--- config.mk ---
export PLATFORM = sky130hd
export DESIGN_NAME = vga_dither_out
export DESIGN_NICKNAME = d
export VERILOG_FILES = /design/src/rtl/vga_out_pkg.sv /design/src/rtl/dither_channel.sv /design/src/rtl/vga_dither_out.sv
export SDC_FILE = /design/constraint.sdc
export NUM_CORES = 1
export LEC_CHECK = 0
export BUFFER_PORTS_ARGS = -buffer_cell sky130_fd_sc_hd__buf_4
export CAP_MARGIN = 10
export CORE_MARGIN = 4
export CORE_UTILIZATION = 30
export CTS_CLUSTER_DIAMETER = 100
export DETAILED_ROUTE_END_ITERATION = 10
export HOLD_SLACK_MARGIN = 0.05
export SLEW_MARGIN = 20
export SYNTH_ARGS = -nofsm -noshare
export SYNTH_HDL_FRONTEND = slang
export SYNTH_SLANG_ARGS = --single-unit
--- constraint.sdc ---
create_clock -name CLK_VIDEO -period 3.2 [get_ports CLK_VIDEO]
set_input_delay 0.48 -clock CLK_VIDEO [delete_from_list [all_inputs] [get_ports CLK_VIDEO]]
set_output_delay 0.48 -clock CLK_VIDEO [all_outputs]
set_load 0.01 [all_outputs]
--- src/rtl/vga_out_pkg.sv ---
// vga_out_pkg
//   Shared constants for the VGA output stage.
//   - BAYER_2X2  : 2x2 ordered-dither levels, indexed by {py,px} -> {0,2,3,1}
//   - DSHIFT     : threshold scale exponent for the default widths
//   - OUT_W_ZX1 / OUT_W_NZX1 : per-build default output widths
//   - bayer_lvl(): look up the unscaled dither level for a phase index
package vga_out_pkg;

  localparam int IN_W_DEF   = 8;
  localparam int OUT_W_ZX1  = 3;
  localparam int OUT_W_NZX1 = 6;
  localparam int DSHIFT     = IN_W_DEF - OUT_W_ZX1 - 2;

  // Packed so that entry i lives in bits [2*i +: 2]: idx0=0, idx1=2, idx2=3, idx3=1.
  localparam logic [7:0] BAYER_2X2 = {2'd1, 2'd3, 2'd2, 2'd0};

  function automatic logic [1:0] bayer_lvl(input logic [1:0] idx);
    bayer_lvl = BAYER_2X2[{idx, 1'b0} +: 2];
  endfunction

endpackage

--- src/rtl/dither_channel.sv ---
// dither_channel
//   One colour channel of the output ditherer: add threshold, saturate,
//   truncate to OUT_W bits, and force black while DE is low.
//   Ports:
//     pix_i [IN_W]  colour sample (S1 register)
//     thr_i [IN_W]  already-scaled threshold (0 when dithering is off)
//     de_i          delayed DE; 0 blanks the output
//     val_o [OUT_W] reduced colour (registered by the caller)
module dither_channel
  import vga_out_pkg::*;
#(
  parameter int IN_W  = IN_W_DEF,
  parameter int OUT_W = OUT_W_ZX1
) (
  input  logic [IN_W-1:0]  pix_i,
  input  logic [IN_W-1:0]  thr_i,
  input  logic             de_i,
  output logic [OUT_W-1:0] val_o
);

  logic [IN_W:0]   sum_s;
  logic [IN_W-1:0] sat_s;

  // Add with carry, clamp on overflow, keep the top OUT_W bits, blank outside DE.
  always_comb begin
    sum_s = {1'b0, pix_i} + {1'b0, thr_i};
    if (sum_s[IN_W]) begin
      sat_s = {IN_W{1'b1}};
    end else begin
      sat_s = sum_s[IN_W-1:0];
    end
    if (de_i) begin
      val_o = sat_s[IN_W-1 -: OUT_W];
    end else begin
      val_o = {OUT_W{1'b0}};
    end
  end

endmodule

--- src/rtl/vga_dither_out.sv ---
// vga_dither_out
//   Final VGA output stage: 2x2 ordered dithering of 8-bit R/G/B down to
//   OUT_W bits per channel, optional frame-alternating matrix phase, and
//   sync/DE delayed to match the two-stage colour pipeline.
//   Ports:
//     CLK_VIDEO, reset         video clock, synchronous active-high reset
//     ce_pix                   pixel enable; all state advances only on it
//     r_in/g_in/b_in [IN_W]    colour after OSD overlay
//     hs_in/vs_in/de_in        positive syncs and active-video enable
//     dither_en                0 = plain truncation
//     temporal_en              1 = invert matrix phase on odd frames
//     r_out/g_out/b_out [OUT_W] dithered colour (2 enables latency)
//     hs_out/vs_out/de_out     syncs/DE delayed by 2 enables
//     ce_out                   ce_pix delayed one clock
module vga_dither_out
  import vga_out_pkg::*;
#(
  parameter int IN_W  = IN_W_DEF,
  parameter int OUT_W = OUT_W_ZX1
) (
  input  logic             CLK_VIDEO,
  input  logic             reset,
  input  logic             ce_pix,
  input  logic [IN_W-1:0]  r_in,
  input  logic [IN_W-1:0]  g_in,
  input  logic [IN_W-1:0]  b_in,
  input  logic             hs_in,
  input  logic             vs_in,
  input  logic             de_in,
  input  logic             dither_en,
  input  logic             temporal_en,
  output logic [OUT_W-1:0] r_out,
  output logic [OUT_W-1:0] g_out,
  output logic [OUT_W-1:0] b_out,
  output logic             hs_out,
  output logic             vs_out,
  output logic             de_out,
  output logic             ce_out
);

  localparam int THR_SHIFT = IN_W - OUT_W - 2;

  // Phase and edge-detect state
  logic hs_prev_q, vs_prev_q, de_prev_q;
  logic xp_q, yp_q, fp_q;
  logic xp_d, yp_d, fp_d;

  // Stage 1
  logic [IN_W-1:0] r_s1_q, g_s1_q, b_s1_q, thr_s1_q;
  logic            hs_s1_q, vs_s1_q, de_s1_q;

  // Stage 2 / outputs
  logic [OUT_W-1:0] r_q, g_q, b_q;
  logic             hs_q, vs_q, de_q, ce_q;

  // Combinational
  logic             de_rise_s, hs_rise_s, vs_rise_s;
  logic             xp_cur_s, px_s, py_s, tflip_s;
  logic [IN_W-1:0]  thr_s;
  logic [OUT_W-1:0] r_s, g_s, b_s;

  // Next phase values and the threshold for the pixel presented this enable.
  // The current pixel uses the already-updated y/f parities and an x parity
  // that is forced to 0 on the first pixel of a DE run.
  always_comb begin
    de_rise_s = de_in & ~de_prev_q;
    hs_rise_s = hs_in & ~hs_prev_q;
    vs_rise_s = vs_in & ~vs_prev_q;

    fp_d = fp_q ^ vs_rise_s;

    // A frame start overrides a coincident line start.
    if (vs_rise_s) begin
      yp_d = 1'b0;
    end else if (hs_rise_s) begin
      yp_d = ~yp_q;
    end else begin
      yp_d = yp_q;
    end

    if (de_rise_s) begin
      xp_cur_s = 1'b0;
    end else begin
      xp_cur_s = xp_q;
    end

    if (de_in) begin
      xp_d = ~xp_cur_s;
    end else begin
      xp_d = xp_q;
    end

    tflip_s = temporal_en & fp_d;
    px_s    = xp_cur_s ^ tflip_s;
    py_s    = yp_d ^ tflip_s;

    if (dither_en) begin
      thr_s = {{(IN_W-2){1'b0}}, bayer_lvl({py_s, px_s})} << THR_SHIFT;
    end else begin
      thr_s = {IN_W{1'b0}};
    end
  end

  dither_channel #(.IN_W(IN_W), .OUT_W(OUT_W)) u_ch_r (
    .pix_i (r_s1_q),
    .thr_i (thr_s1_q),
    .de_i  (de_s1_q),
    .val_o (r_s)
  );

  dither_channel #(.IN_W(IN_W), .OUT_W(OUT_W)) u_ch_g (
    .pix_i (g_s1_q),
    .thr_i (thr_s1_q),
    .de_i  (de_s1_q),
    .val_o (g_s)
  );

  dither_channel #(.IN_W(IN_W), .OUT_W(OUT_W)) u_ch_b (
    .pix_i (b_s1_q),
    .thr_i (thr_s1_q),
    .de_i  (de_s1_q),
    .val_o (b_s)
  );

  // Phase tracking plus the two pipeline stages, all gated by ce_pix.
  always_ff @(posedge CLK_VIDEO) begin
    if (reset) begin
      hs_prev_q <= 1'b0;
      vs_prev_q <= 1'b0;
      de_prev_q <= 1'b0;
      xp_q      <= 1'b0;
      yp_q      <= 1'b0;
      fp_q      <= 1'b0;
      r_s1_q    <= {IN_W{1'b0}};
      g_s1_q    <= {IN_W{1'b0}};
      b_s1_q    <= {IN_W{1'b0}};
      thr_s1_q  <= {IN_W{1'b0}};
      hs_s1_q   <= 1'b0;
      vs_s1_q   <= 1'b0;
      de_s1_q   <= 1'b0;
      r_q       <= {OUT_W{1'b0}};
      g_q       <= {OUT_W{1'b0}};
      b_q       <= {OUT_W{1'b0}};
      hs_q      <= 1'b0;
      vs_q      <= 1'b0;
      de_q      <= 1'b0;
    end else if (ce_pix) begin
      hs_prev_q <= hs_in;
      vs_prev_q <= vs_in;
      de_prev_q <= de_in;
      xp_q      <= xp_d;
      yp_q      <= yp_d;
      fp_q      <= fp_d;
      r_s1_q    <= r_in;
      g_s1_q    <= g_in;
      b_s1_q    <= b_in;
      thr_s1_q  <= thr_s;
      hs_s1_q   <= hs_in;
      vs_s1_q   <= vs_in;
      de_s1_q   <= de_in;
      r_q       <= r_s;
      g_q       <= g_s;
      b_q       <= b_s;
      hs_q      <= hs_s1_q;
      vs_q      <= vs_s1_q;
      de_q      <= de_s1_q;
    end else begin
      hs_prev_q <= hs_prev_q;
      vs_prev_q <= vs_prev_q;
      de_prev_q <= de_prev_q;
      xp_q      <= xp_q;
      yp_q      <= yp_q;
      fp_q      <= fp_q;
      r_s1_q    <= r_s1_q;
      g_s1_q    <= g_s1_q;
      b_s1_q    <= b_s1_q;
      thr_s1_q  <= thr_s1_q;
      hs_s1_q   <= hs_s1_q;
      vs_s1_q   <= vs_s1_q;
      de_s1_q   <= de_s1_q;
      r_q       <= r_q;
      g_q       <= g_q;
      b_q       <= b_q;
      hs_q      <= hs_q;
      vs_q      <= vs_q;
      de_q      <= de_q;
    end
  end

  // Pixel-enable echo so downstream samples S2 one clock after it settles.
  always_ff @(posedge CLK_VIDEO) begin
    if (reset) begin
      ce_q <= 1'b0;
    end else begin
      ce_q <= ce_pix;
    end
  end

  assign r_out  = r_q;
  assign g_out  = g_q;
  assign b_out  = b_q;
  assign hs_out = hs_q;
  assign vs_out = vs_q;
  assign de_out = de_q;
  assign ce_out = ce_q;

endmodule

==> results list <==
- Count of unresolved DRC violations after routing: 0
* Clock network fraction of design power: 0.326
* Post-Syn Nets: 199
- Total of warnings raised by yosys: 0
- STA puts the critical path data required time at 3.40 ns.
* Register-to-Register Setup Slack: 1.64 ns
- In the global route stage, overall resource usage came out at 0.110.
- For this run, the post-layout net count is 232.
* Crit-path slowest cell: dfxtp_1
- Maximum operating frequency: 640 MHz
* Depth of the worst register-to-register path: 5
* Largest fanout on the critical path: 4
- Die boundary width: 79.9 µm
- Setup repair after global routing left no endpoint under its margin.
- From synthesis to final layout, the design area changed by 24.1%.
* Overall via count from detail_route: 1234
- For this run, asynchronously set or reset flops after synthesis account for 0.
* Number of antenna violations at the first check in global routing: 0
- In the final layout, the share of cells above drive strength 1 is 0.236.
* Pins Over Slew Limit: 0
* Number of buffers created by CTS: 5
- Among all flip-flop cells after synthesis, the most frequent one is dfxtp_1.
- Startpoint class of the critical path: flip-flop
- The pre-antenna-repair detailed-routing pass consisted of 3 iterations.
* Seq/Total Area, Yosys: 0.464
* Minimum setup slack in the final design: 1.64 ns
- Count of pins on the block boundary: 45
- Placeable Area: 4880 µm²
- The share of total power dissipated in combinational logic is 0.113.
* Number of violations of the max-capacitance limit: 0
* Maximum clock skew at final layout: 0.00209 ns
- Worst Setup SP: thr_s1_q[4]
- Number of buffers between clock root and the deepest sink: 2
* Final number of setup-violating endpoints: 0
- Fraction of the cycle the final worst path needs: 0.488
- Flop pwr share: 0.561
- In the final timing run, aggregate negative setup slack is 0 ns.
* Number of gates given a new drive strength after cts: 0
* Delay of the slowest cell on the worst path: 0.40 ns
- Category of the most critical setup path: reg -> reg
* Synthesized netlist cell count: 164
- The first global-routing pass estimated 5420 µm of wire.
* Die height: 79.9 µm
* Worst reg2reg endpoint: g_out[1]
* Number of diodes added for antenna fixing: 0
- Leakage Power: 0.000852 µW
* Maximum level of the CTS H-tree: 2
- The die covers 6390 µm².
* Count of standard-cell rows: 25
- Termination of the worst setup path: g_out[1]
- Number of vias per cell after detailed routing: 4.71
* CTS Hold Buffers Added: 0
- Cell internal power was estimated by the tool at 659 µW.
- The worst setup path is captured at a flip-flop.
- At the pin with the least slew margin, the transition time is 0.498 ns.
* Logic depth of the worst path, buffers included: 5
- Result of the run: completed
- The hold violation total from the final report was 0.
- After global routing the overflow that remains totals 0.
- Counting flops and latches in the post-synthesis netlist gives 36.
* Buffer count from post-CTS setup fixing: 0
- VDD sags by at most 0.247 mV.
- Entering global routing, the biggest net connects 35 pins.
- Overall routed net length: 3210 µm
- Final routed wire length divided by cell count: 12.2 µm
- During placement, the flow inserted port buffers numbering 35.
- In this run the power density over the cells is 450 nW/µm².
- Once detail routing completed, the nets flagged for antenna violations numbered 0.
- CTS placed an instance of clkbuf_8 at the clock tree root.
* Global placer's final weighted congestion: 0.780
- Kind of cell adding the most delay to the critical path: compound AO/OA/AOI/OAI gates
- Netlist area before placement: 1550 µm²
- The initial utilization of the core area, before any placement, comes to 0.318.
- Via count of the first global-routing pass: 1176
* Switching share of power: 0.240
- TritonCTS built the clock tree.
- Counting flops with a built-in enable in the synthesized netlist gives 0.
- After clock tree synthesis, the clock-pin slew on the worst setup and hold paths is 0.06 ns.
- Count of different cell masters after synthesis: 35
* HPWL after detailed placement: 2290 µm
- For the worst setup path, the data arrival time is 1.76 ns.
- After the first detailed-routing iteration, the DRC count stood at 39.
- The critical path contains buffers and inverters numbering 0 combined.
- Latest clock arrival within the worst-skew pair: 0.28 ns
- The startpoint identified for the worst register-to-register timing path is thr_s1_q[4].
- Path class of the lowest-slack min-delay path: in -> reg
* Place WS: 1.44 ns
- Dividing the synthesized area by the synthesized cell count gives 9.47 µm².
- Sequence of cells on the critical path: ha_1, a31o_1, and3_4, a21o_1, a211oi_2
- Shortest period the worst path allows: 1.56 ns
* Net switching power: 208 µW
- Slew HR: 0.667
* Number of clock sinks: 36
metrics by stage:
step | total power (µW) | util | std cells | hold WS [ns] | cell area, µm²
2_1_floorplan | 557 | - | 164 | 0.461 | 1550
4_1_cts | 877 | 0.395 | 262 | 0.430 | 1930
6_report | 868 | 0.395 | 262 | 0.430 | 1930
3_5_place_dp | 596 | 0.381 | 257 | 0.454 | 1860
5_1_grt | 910 | 0.395 | 262 | 0.431 | 1930
3_3_place_gp | 594 | 0.381 | 257 | 0.444 | 1860
synthesized netlist by cell type (2+ instances only):
cell type	number	area share
a21oi_1	3	0.0097
nand2b_1	2	0.0081
nand3_1	7	0.023
dfxtp_1	36	0.46
o21ai_0	9	0.029
buf_2	6	0.019
inv_1	3	0.0073
nor3_1	2	0.0064
nand2_1	14	0.034
nor2b_1	2	0.0081
a21boi_0	3	0.015
xor2_1	2	0.011
ha_1	3	0.024
clkbuf_1	2	0.0048
nor2_1	24	0.058
a211oi_1	2	0.0097
a31oi_1	2	0.0081
a31o_2	2	0.011
mux2i_1	22	0.14
a21o_1	3	0.015
power groups by stage:
| stage | clock, µW | combinational, µW | sequential, µW |
|---|---|---|---|
| after floorplan | 0 | 64.0 | 493 |
| after global placement | 0 | 97.5 | 497 |
| after detailed placement | 0 | 98.7 | 497 |
| after CTS | 291 | 99.2 | 487 |
| after global routing | 309 | 110 | 491 |
| final | 283 | 97.8 | 487 |
routing by layer:
metal	vias to the layer above	share of wire	global-route usage
li1	642	-	-
met3	6	0.059	0.0429
met4	0	0.015	0.0355
met2	22	0.48	0.182
met5	-	0	0
met1	564	0.44	0.130
worst min path at each step:
stage / from / to / cells after the start
2_1_floorplan: g_s1_q[3] / g_s1_q[3] / 2
3_3_place_gp: r_out[0] / r_out[0] / 2
3_5_place_dp: b_out[2] / b_out[2] / 2
4_1_cts: g_in[7] / g_s1_q[7] / 3
5_1_grt: b_in[3] / b_s1_q[3] / 3
6_report: g_in[6] / g_s1_q[6] / 3
layout make-up:
type,count,area (µm²)
inverters,3,11.3
well taps,67,83.8
clock buffers,5,68.8
repair buffers,35,263
multi-input cells,116,779
flip-flops and latches,36,721
fillers,530,2950
registers in the layout, indices dropped and copies added, names as in the netlist, 2 cells and up:
signal / cells
thr_s1_q: 2
g_s1_q: 5
b_out: 3
r_out: 3
r_s1_q: 5
b_s1_q: 5
g_out: 3
cell families (layout without fill, tap and decap cells):
logic type	count (synthesis)	after routing	share of synthesized area
compound gates	33	33	0.151
mux	22	22	0.142
simple gates	55	55	0.163
flops	36	36	0.464
buf+inv	12	43	0.0338
xor+xnor	3	3	0.0218
fa+ha+maj	3	3	0.0242
cell usage in the layout (no fill, tap or decap):
cell type and instances:
dfxtp_1 36, buf_4 35, nor2_1 24, mux2i_1 22, nand2_1 14, o21ai_0 9, nand3_1 7, clkbuf_8 5
inv_1 3, a21boi_0 3, a21oi_1 3, a21o_1 3, ha_1 3, nand2b_1 2, a31o_2 2, a211oi_1 2
nor3_1 2, nor2b_1 2, xor2_1 2, a31oi_1 2, a31o_1 1, and3_4 1, a211oi_2 1, and4_1 1
nor2b_4 1, xnor2_2 1, o21a_1 1, o211ai_1 1, a2111oi_1 1, and3_1 1, o2111a_1 1, a311o_1 1
o2111ai_1 1, o311ai_1 1
tightest hold or removal path, stage by stage:
cell,delay [ns]
buf_4,0.07
mux2i_1,0.05
nor2_1,0.07
Note: power is estimated with default switching activity, not from simulation.
